`config.mk`:
```
export PLATFORM = sky130hd
export DESIGN_NAME = time_edit_ctrl
export DESIGN_NICKNAME = d
export VERILOG_FILES = /design/src/rtl/time_edit_ctrl.sv
export SDC_FILE = /design/constraint.sdc
export NUM_CORES = 1
export LEC_CHECK = 0
export CORE_UTILIZATION = 55
export DETAILED_ROUTE_END_ITERATION = 7
export PLACE_DENSITY = 0.83
export SETUP_SLACK_MARGIN = 0.5
export SLEW_MARGIN = 20
export SYNTH_ARGS = -nofsm -noshare
export SYNTH_HDL_FRONTEND = slang
export SYNTH_SLANG_ARGS = --single-unit
```
`constraint.sdc`:
```
create_clock -name i_clk -period 3.29 [get_ports i_clk]
set_input_delay 0.4935 -clock i_clk [delete_from_list [all_inputs] [get_ports i_clk]]
set_output_delay 0.4935 -clock i_clk [all_outputs]
set_load 0.01 [all_outputs]
```
`src/rtl/time_edit_ctrl.sv`:
```
// Edit sequencer for the seconds/minutes/hours BCD registers of the RTC interface.
// Forwards RTC updates in run mode, drives per-field modify/step controls in edit mode.
module time_edit_ctrl #(
   parameter int CNT_W        = 32,
   parameter int REPEAT_DELAY = 25000000,
   parameter int REPEAT_RATE  = 5000000,
   parameter int TIMEOUT      = 500000000
) (
   input  logic       i_clk,
   input  logic       i_rst_n,
   input  logic       i_btn_edit,
   input  logic       i_btn_next,
   input  logic       i_btn_up,
   input  logic       i_btn_down,
   input  logic       i_rtc_valid,
   input  logic       i_wr_ack,
   output logic [2:0] o_mod_sel,
   output logic       o_up_out,
   output logic       o_down_out,
   output logic       o_actualizar,
   output logic       o_wr_req,
   output logic       o_edit_active
);

   typedef enum logic [2:0] {
      S_RUN    = 3'd0,
      S_SEC    = 3'd1,
      S_MIN    = 3'd2,
      S_HOR    = 3'd3,
      S_COMMIT = 3'd4
   } state_t;

   typedef enum logic [1:0] {
      D_NONE = 2'd0,
      D_UP   = 2'd1,
      D_DOWN = 2'd2
   } dir_t;

   localparam logic [CNT_W-1:0] L_DELAY = CNT_W'(REPEAT_DELAY);
   localparam logic [CNT_W-1:0] L_RATE  = CNT_W'(REPEAT_RATE);
   localparam logic [CNT_W-1:0] L_TO_M1 = CNT_W'(TIMEOUT - 1);
   localparam logic [CNT_W-1:0] L_ONE   = CNT_W'(1);
   localparam logic [CNT_W-1:0] L_ZERO  = CNT_W'(0);
   localparam logic [CNT_W-1:0] L_MAX   = {CNT_W{1'b1}};

   state_t           r_state;
   dir_t             r_prev_dir;
   logic [CNT_W-1:0] r_rpt_cnt;
   logic [CNT_W-1:0] r_idle_cnt;
   logic             r_rpt_first;
   logic             r_disarm;

   dir_t             w_dir;
   state_t           w_state_nxt;
   logic             w_in_edit;
   logic             w_timeout;
   logic             w_leave;
   logic             w_fire;
   logic [CNT_W-1:0] w_rpt_target;
   logic [CNT_W-1:0] w_rpt_cnt_nxt;
   logic             w_rpt_first_nxt;
   logic [CNT_W-1:0] w_idle_cnt_nxt;
   logic             w_disarm_nxt;

   // Input decode: active direction (UP has priority) and edit-exit conditions
   always_comb begin
      if (i_btn_up) begin
         w_dir = D_UP;
      end else if (i_btn_down) begin
         w_dir = D_DOWN;
      end else begin
         w_dir = D_NONE;
      end
      w_in_edit = (r_state == S_SEC) || (r_state == S_MIN) || (r_state == S_HOR);
      w_timeout = w_in_edit && !i_btn_edit && !i_btn_next && !i_btn_up && !i_btn_down
                  && (r_idle_cnt >= L_TO_M1);
      w_leave   = w_in_edit && (i_btn_edit || i_btn_next || w_timeout);
   end

   // Next state; EDIT outranks NEXT and timeout in the edit states
   always_comb begin
      w_state_nxt = r_state;
      case (r_state)
         S_RUN: begin
            if (i_btn_edit) w_state_nxt = S_SEC;
            else            w_state_nxt = S_RUN;
         end
         S_SEC, S_MIN, S_HOR: begin
            if (i_btn_edit) begin
               w_state_nxt = S_COMMIT;
            end else if (i_btn_next) begin
               case (r_state)
                  S_SEC:   w_state_nxt = S_MIN;
                  S_MIN:   w_state_nxt = S_HOR;
                  default: w_state_nxt = S_SEC;
               endcase
            end else if (w_timeout) begin
               w_state_nxt = S_RUN;
            end else begin
               w_state_nxt = r_state;
            end
         end
         S_COMMIT: begin
            if (i_wr_ack) w_state_nxt = S_RUN;
            else          w_state_nxt = S_COMMIT;
         end
         default: w_state_nxt = S_RUN;
      endcase
   end

   // Auto-repeat, disarm and idle-timeout bookkeeping
   always_comb begin
      w_rpt_target = r_rpt_first ? L_DELAY : L_RATE;
      w_fire = w_in_edit && !w_leave && !r_disarm && (w_dir != D_NONE)
               && ((w_dir != r_prev_dir) || (r_rpt_cnt >= w_rpt_target));

      if (!w_in_edit || w_leave || r_disarm || (w_dir == D_NONE)) begin
         w_rpt_cnt_nxt   = L_ZERO;
         w_rpt_first_nxt = 1'b0;
      end else if (w_fire) begin
         w_rpt_cnt_nxt   = L_ONE;
         w_rpt_first_nxt = (w_dir != r_prev_dir);
      end else begin
         w_rpt_cnt_nxt   = (r_rpt_cnt == L_MAX) ? r_rpt_cnt : r_rpt_cnt + L_ONE;
         w_rpt_first_nxt = r_rpt_first;
      end

      if (!w_in_edit || i_btn_edit || i_btn_next || i_btn_up || i_btn_down || w_timeout) begin
         w_idle_cnt_nxt = L_ZERO;
      end else begin
         w_idle_cnt_nxt = (r_idle_cnt == L_MAX) ? r_idle_cnt : r_idle_cnt + L_ONE;
      end

      // A hold that spans a field change or edit entry must be released before it steps again
      if (((r_state == S_RUN) && i_btn_edit) || (w_in_edit && i_btn_next && !i_btn_edit)) begin
         w_disarm_nxt = i_btn_up || i_btn_down;
      end else if (!i_btn_up && !i_btn_down) begin
         w_disarm_nxt = 1'b0;
      end else begin
         w_disarm_nxt = r_disarm;
      end
   end

   // State register and registered outputs
   always_ff @(posedge i_clk) begin
      if (!i_rst_n) begin
         r_state       <= S_RUN;
         r_prev_dir    <= D_NONE;
         r_rpt_cnt     <= L_ZERO;
         r_idle_cnt    <= L_ZERO;
         r_rpt_first   <= 1'b0;
         r_disarm      <= 1'b0;
         o_mod_sel     <= 3'b000;
         o_up_out      <= 1'b0;
         o_down_out    <= 1'b0;
         o_actualizar  <= 1'b0;
         o_wr_req      <= 1'b0;
         o_edit_active <= 1'b0;
      end else begin
         r_state       <= w_state_nxt;
         r_prev_dir    <= w_dir;
         r_rpt_cnt     <= w_rpt_cnt_nxt;
         r_idle_cnt    <= w_idle_cnt_nxt;
         r_rpt_first   <= w_rpt_first_nxt;
         r_disarm      <= w_disarm_nxt;
         case (w_state_nxt)
            S_SEC:   o_mod_sel <= 3'b001;
            S_MIN:   o_mod_sel <= 3'b010;
            S_HOR:   o_mod_sel <= 3'b100;
            default: o_mod_sel <= 3'b000;
         endcase
         o_up_out      <= w_fire && (w_dir == D_UP);
         o_down_out    <= w_fire && (w_dir == D_DOWN);
         o_actualizar  <= (r_state == S_RUN) && i_rtc_valid && !i_btn_edit;
         o_wr_req      <= (w_state_nxt == S_COMMIT);
         o_edit_active <= (w_state_nxt != S_RUN);
      end
   end

endmodule

```
=== After elaboration in Yosys (flattened, before gate mapping) ===
Cells that the tools add are included.

* Bits in registers: 79
* Latch bits: 0
* Bits in writable memories: 0
* Bits in read-only memories: 0
* Bits of input ports: 8
* Output and inout port bits: 8
* Memories: 0

* Add/subtract/negate cells: 2
* Multipliers: 0
* Divide/modulo/power cells: 0
* $lt $le $gt $ge: 2
* Eq/ne operators: 14
* Shift operators: 0
* Mux-type cells: 15
* Bitwise operators: 1
* Reductions and logical operators: 49

{| class="wikitable"
|+ Operators by type and width
! operator !! count
|-
| adder 32 x 1 -> 32 bit (second input constant) || 2
|-
| equality test 32 bit (second input constant) || 2
|-
| >= comparator 32 x 25 -> 1 bit || 1
|-
| >= comparator 32 x 29 -> 1 bit (second input constant) || 1
|-
| 2-to-1 mux 25 bit || 1
|-
| logical AND 1 bit || 18
|-
| one-hot mux 3 bit (3 select lines) || 2
|-
| logical OR 1 bit || 15
|-
| equality test 3 x 2 -> 1 bit (second input constant) || 4
|-
| 2-to-1 mux 3 bit || 4
|-
| logical NOT 1 bit || 7
|-
| equality test 3 x 1 -> 1 bit (second input constant) || 2
|-
| equality test 3 bit (second input constant) || 2
|-
| OR reduction 3 bit || 2
|-
| 2-to-1 mux 1 bit || 5
|-
| 2-to-1 mux 2 bit || 2
|-
| one-hot mux 2 bit (2 select lines) || 1
|-
| nonzero test 2 bit || 2
|-
| OR reduction 2 bit || 2
|-
| logical NOT 3 bit || 1
|-
| nonzero test 3 bit || 1
|-
| equality test 2 x 1 -> 1 bit (second input constant) || 1
|-
| equality test 2 bit (second input constant) || 1
|-
| logical NOT 2 bit || 1
|-
| 3 further kinds || 3
|}

=== Logic depth before layout (Yosys ltp) ===
* Depth in word-level cells: 16
* Mapped depth: 8

=== Least setup slack after synthesis ===
Ideal clock, no wire load.

* Path type: register -> register
* Start: reg r_idle_cnt[20]
* End: reg r_idle_cnt[0]
* Arrival: 2.175 ns
* Required time: 3.175 ns
* Path slack: 1.000 ns
* Cell stages (with the launch flop): 8
* Path buffers: 2
* Period minus slack after synthesis: 2.290 ns
* Path through: dfxtp_1 or4_1 or4_1 a2111o_1 nand4_1 buf_4 buf_6 nor2_1

* Word-level cells in the longest chain between the ends: 4
* Elaborated cells between the ends (all ways): 5
* Those cells by class: order compare (1); eq/ne (1); reduce/logical (3)

{| class="wikitable"
|+ Ends and longest elaborated chain
! element !! RTL line !! RTL
|-
| start, declared || 49 || <nowiki>logic [CNT_W-1:0] r_idle_cnt;</nowiki>
|-
| start signal, assigned || 163 || <nowiki>r_idle_cnt <= w_idle_cnt_nxt;</nowiki>
|-
| >= comparator 32 x 29 -> 1 bit || 76 || <nowiki>&& (r_idle_cnt >= L_TO_M1);</nowiki>
|-
| logical AND 1 bit || 76 ||
|-
| logical OR 1 bit || 128 || <nowiki>if (!w_in_edit || i_btn_edit || i_btn_next || i_btn_up || i_btn_down || w_timeout) begin</nowiki>
|-
| OR reduction 2 bit (no source line) || n/a ||
|}

Several ways; a longest one is shown, not always the timed one.
A chain may end at the register's enable or synchronous reset.

=== Final worst setup path ===
* Start: reg r_rpt_first
* End: reg r_rpt_cnt[8]

* Word-level cells in the longest chain between the ends: 5

{| class="wikitable"
|+ Ends and longest elaborated chain
! element !! RTL line !! RTL
|-
| start, declared || 50 || <nowiki>logic r_rpt_first;</nowiki>
|-
| start signal, assigned || 164 || <nowiki>r_rpt_first <= w_rpt_first_nxt;</nowiki>
|-
| 2-to-1 mux 25 bit || 113 || <nowiki>w_rpt_target = r_rpt_first ? L_DELAY : L_RATE;</nowiki>
|-
| >= comparator 32 x 25 -> 1 bit || 115 || <nowiki>&& ((w_dir != r_prev_dir) || (r_rpt_cnt >= w_rpt_target));</nowiki>
|-
| logical OR 1 bit || 115 ||
|-
| logical AND 1 bit || 115 ||
|-
| OR reduction 3 bit (no source line) || n/a ||
|-
| end signal, assigned || 162 || <nowiki>r_rpt_cnt <= w_rpt_cnt_nxt;</nowiki>
|-
| end, declared || 48 || <nowiki>logic [CNT_W-1:0] r_rpt_cnt;</nowiki>
|}

Every way passes these cells.

==> impl_metrics.tcl <==
set metrics [dict create \
    holdPathEnd "r_idle_cnt[1]" \
    setup_viol 0 \
    synthCells 467 \
    use_met2_pct 41.99 \
    grt_setup_unrepaired "false" \
    h-tree-depth 3 \
    gr-total-overflow 0 \
    antennaDiodeCount 0 \
    fin_ws_ns 0.6667 \
    grt_pass1_wl_mm 15.19 \
    antenna_found_initial 0 \
    grt_usage_pct 25.16 \
    row_count 30 \
    die_h_um 86.76 \
    die_area_um2 7527 \
    drive_above_1_share_pct 7.056 \
    hold_start "r_idle_cnt[1]" \
    synth_edf_count 0 \
    setup-tns-final_ns 0 \
    finClkSkew_ns 0.007845 \
    place_congestion 0.9174 \
    status "completed" \
    period_minus_slack_ns 2.623 \
    slew_violations 0 \
    switching_share_pct 21.26 \
    r2r_end "r_rpt_cnt[8]" \
    routed_wl_mm 8.665 \
    peakVddDrop_mv 0.3121 \
    viasPerCell 6.122 \
    switching_power_mw 0.4064 \
    synth-async-reset-ratio_pct 0 \
    yosysSeqAreaShare_pct 40.03 \
    max_cap_viol_count 0 \
    dp_slack_ns 0.1512 \
    synth_area_um2 3951 \
    fmax_ghz 0.3812 \
    seq_area_um2 1582 \
    cts_tree "yes" \
    powerDensity_nw_per_um2 425.5 \
    yosys.area.top_type "dfxtp_1" \
    port_buffers 15 \
    via_count 3624 \
    clkLatencyLatePin_ns 0.35 \
    gr-usage-met3_pct 4.952 \
    grt_max_degree 30 \
    slew_headroom_pct 45.53 \
    comb_power_share_pct 3.2 \
    cts_hold_buf 0 \
    met1_usage_pct 32.33 \
    r2r-start "r_rpt_first" \
    antenna_left 0 \
    coreArea_um2 6869 \
    fin_crit_sh_pct 79.74 \
    cp-end-kind "register" \
    power.internal_mw 1.505 \
    synth_top_area_share_pct 40.03 \
    reg2reg_depth 7 \
    hold_class "reg2reg" \
    yosys_warnings 0 \
    clkTransAtPathRegs_ns 0.09 \
    power_frac_clock_pct 45.6 \
    hold_ws_ns 0.4740 \
    finalHoldViolCount 0 \
    cts.path.max_buffers 2 \
    grt_pass1_vias 3406 \
    cts.repair.resized 0 \
    synthTopCellsByArea "dfxtp_1 (40%), a21oi_1 (5.1%), or3_1 (4.7%)" \
    critPathMaxFanout 19 \
    postSynthAreaPerCell_um2 8.461 \
    synth_seq_cells 79 \
    start_util_pct 57.52 \
    startpoint_type "register" \
    dr.pass1.iters 5 \
    yosysUniqueCellTypes 51 \
    chipWidth_um 86.76 \
    setup.worst_path.class "reg2reg" \
    crit_required_ns 3.57 \
    io_pins 16 \
    post_cts.repair.setup_buffers 0 \
    cts.sinks 79 \
    worst_pin_slew_ns 0.8103 \
    drc 0 \
    nFillCells 557 \
    rrSetupSlack_ns 0.67 \
    power_frac_seq_pct 51.2 \
    leakagePower_nw 1.372 \
    multi_input_area_um2 2315 \
    hpwl_mm 6.157 \
    drtIter0Drc 299 \
    cts_root_buffer "clkbuf_8" \
    numCtsBuffers 9 \
    ys.flop_type "dfxtp_1" \
    syn2layout_area_growth_pct 13.71 \
    nets 510 \
    crit_arrival_ns 2.90 \
    grt_busiest_layer "met2" \
    holdPathStages 2 \
    wl_per_cell_um 14.64 \
]
[registers in the layout, summed over array words and instances, names as in the netlist, 2 cells and up]
name	flops
o_mod_sel	3
r_idle_cnt	32
r_prev_dir	2
r_state	3
r_rpt_cnt	32
[logic make-up after synthesis]
logic type / Yosys count / synth area share, %
compound gates: 113 / 18.11
xor+xnor: 18 / 3.990
fa+ha+maj: 11 / 3.483
buf+inv: 27 / 2.976
flops: 79 / 40.03
mux: 4 / 1.045
other cells: 1 / 0.09491
simple gates: 214 / 30.27
[layout by cell type, fill, tap and decap left out, types with 4 or more instances in the layout]
cell              n
xnor2_1           9
nor2b_1           6
conb_1            9
or2_2             4
o31ai_1          13
a211oi_1          4
nand3_1          32
a31oi_1           4
xor2_1            9
clkbuf_8          9
o21a_1            4
nand4_1          17
nor4_1            8
nand2_1          29
dfxtp_1          79
and3_1           10
nor2_1           31
buf_4             5
o21ai_0          26
a21oi_1          40
ha_1             11
or4_1            16
or3_1            30
and4_1            8
inv_1            12
and2_1            8
nor3_1            8
clkdlybuf4s50_1  15
[layout make-up]
class | count | share of cell area (%)
multi-input combinational | 369 | 51.52
sequential | 79 | 35.20
timing repair buffer | 20 | 4.177
clock buffer | 9 | 2.757
clock inverter | 7 | 2.673
tap | 96 | 2.673
inverter | 12 | 1.003
[how the worst max path moves through the flow]
stage,from,to,slack (ns),cells past startpoint
floorplan,r_idle_cnt[20],r_idle_cnt[0],1.00,7
global placement,i_btn_edit,r_rpt_cnt[6],0.32,7
finish,r_rpt_first,r_rpt_cnt[8],0.67,7
detailed placement,i_btn_edit,r_rpt_cnt[8],0.15,7
CTS,i_btn_edit,r_rpt_cnt[8],0.51,7
global route,r_rpt_first,r_rpt_cnt[4],0.53,7
[critical path: stages (launching register included)]
cell	delay, ns
dfxtp_1	0.42
inv_1	0.18
ha_1	0.33
a21o_1	0.16
a211oi_1	0.63
o2111ai_4	0.40
buf_4	0.30
a21oi_1	0.12
[power by group through the flow]
stage          sequential [mW]  clock [mW]  combinational (mW)
6_report                 0.978       0.873              0.0609
3_5_place_dp              1.00           0              0.0595
4_1_cts                  0.978       0.883              0.0601
3_3_place_gp              1.00           0              0.0575
5_1_grt                  0.980       0.935              0.0679
2_1_floorplan             1.00           0              0.0334
[synth_stat cells (2+ instances only)]
master     number
dfxtp_1        79
a21oi_1        40
nand3_1        32
nor2_1         31
or3_1          30
nand2_1        29
o21ai_0        26
nand4_1        17
or4_1          16
o31ai_1        13
inv_1          12
ha_1           11
and3_1         10
clkbuf_1        9
nor4_1          9
xnor2_1         9
xor2_1          9
and2_1          8
and4_1          8
nor3_1          8
nor2b_1         6
a211oi_1        4
a31oi_1         4
buf_2           4
o2111ai_1       4
o21a_1          4
or2_2           4
mux2i_1         3
a2111oi_0       2
nand3b_1        2
nor4_2          2
o211ai_1        2
o21ba_2         2
[metrics by stage]
stage / instances / total power [mW] / area, µm² / utilization [%]
detailed placement: 576 / 1.060 / 4232 / 61.60
global route: 592 / 1.983 / 4493 / 65.41
global placement: 576 / 1.057 / 4232 / 61.60
floorplan: 475 / 1.033 / 3981 / -
CTS: 592 / 1.921 / 4476 / 65.15
finish: 592 / 1.912 / 4493 / 65.41
[routing by layer]
layer  wire length (µm)  part of all wire, %
met1               4027                   46
met2               4191                   48
met3                389                  4.5
met4                 57                 0.66
met5                  0                    0
Note: power is estimated with default switching activity, not from simulation.
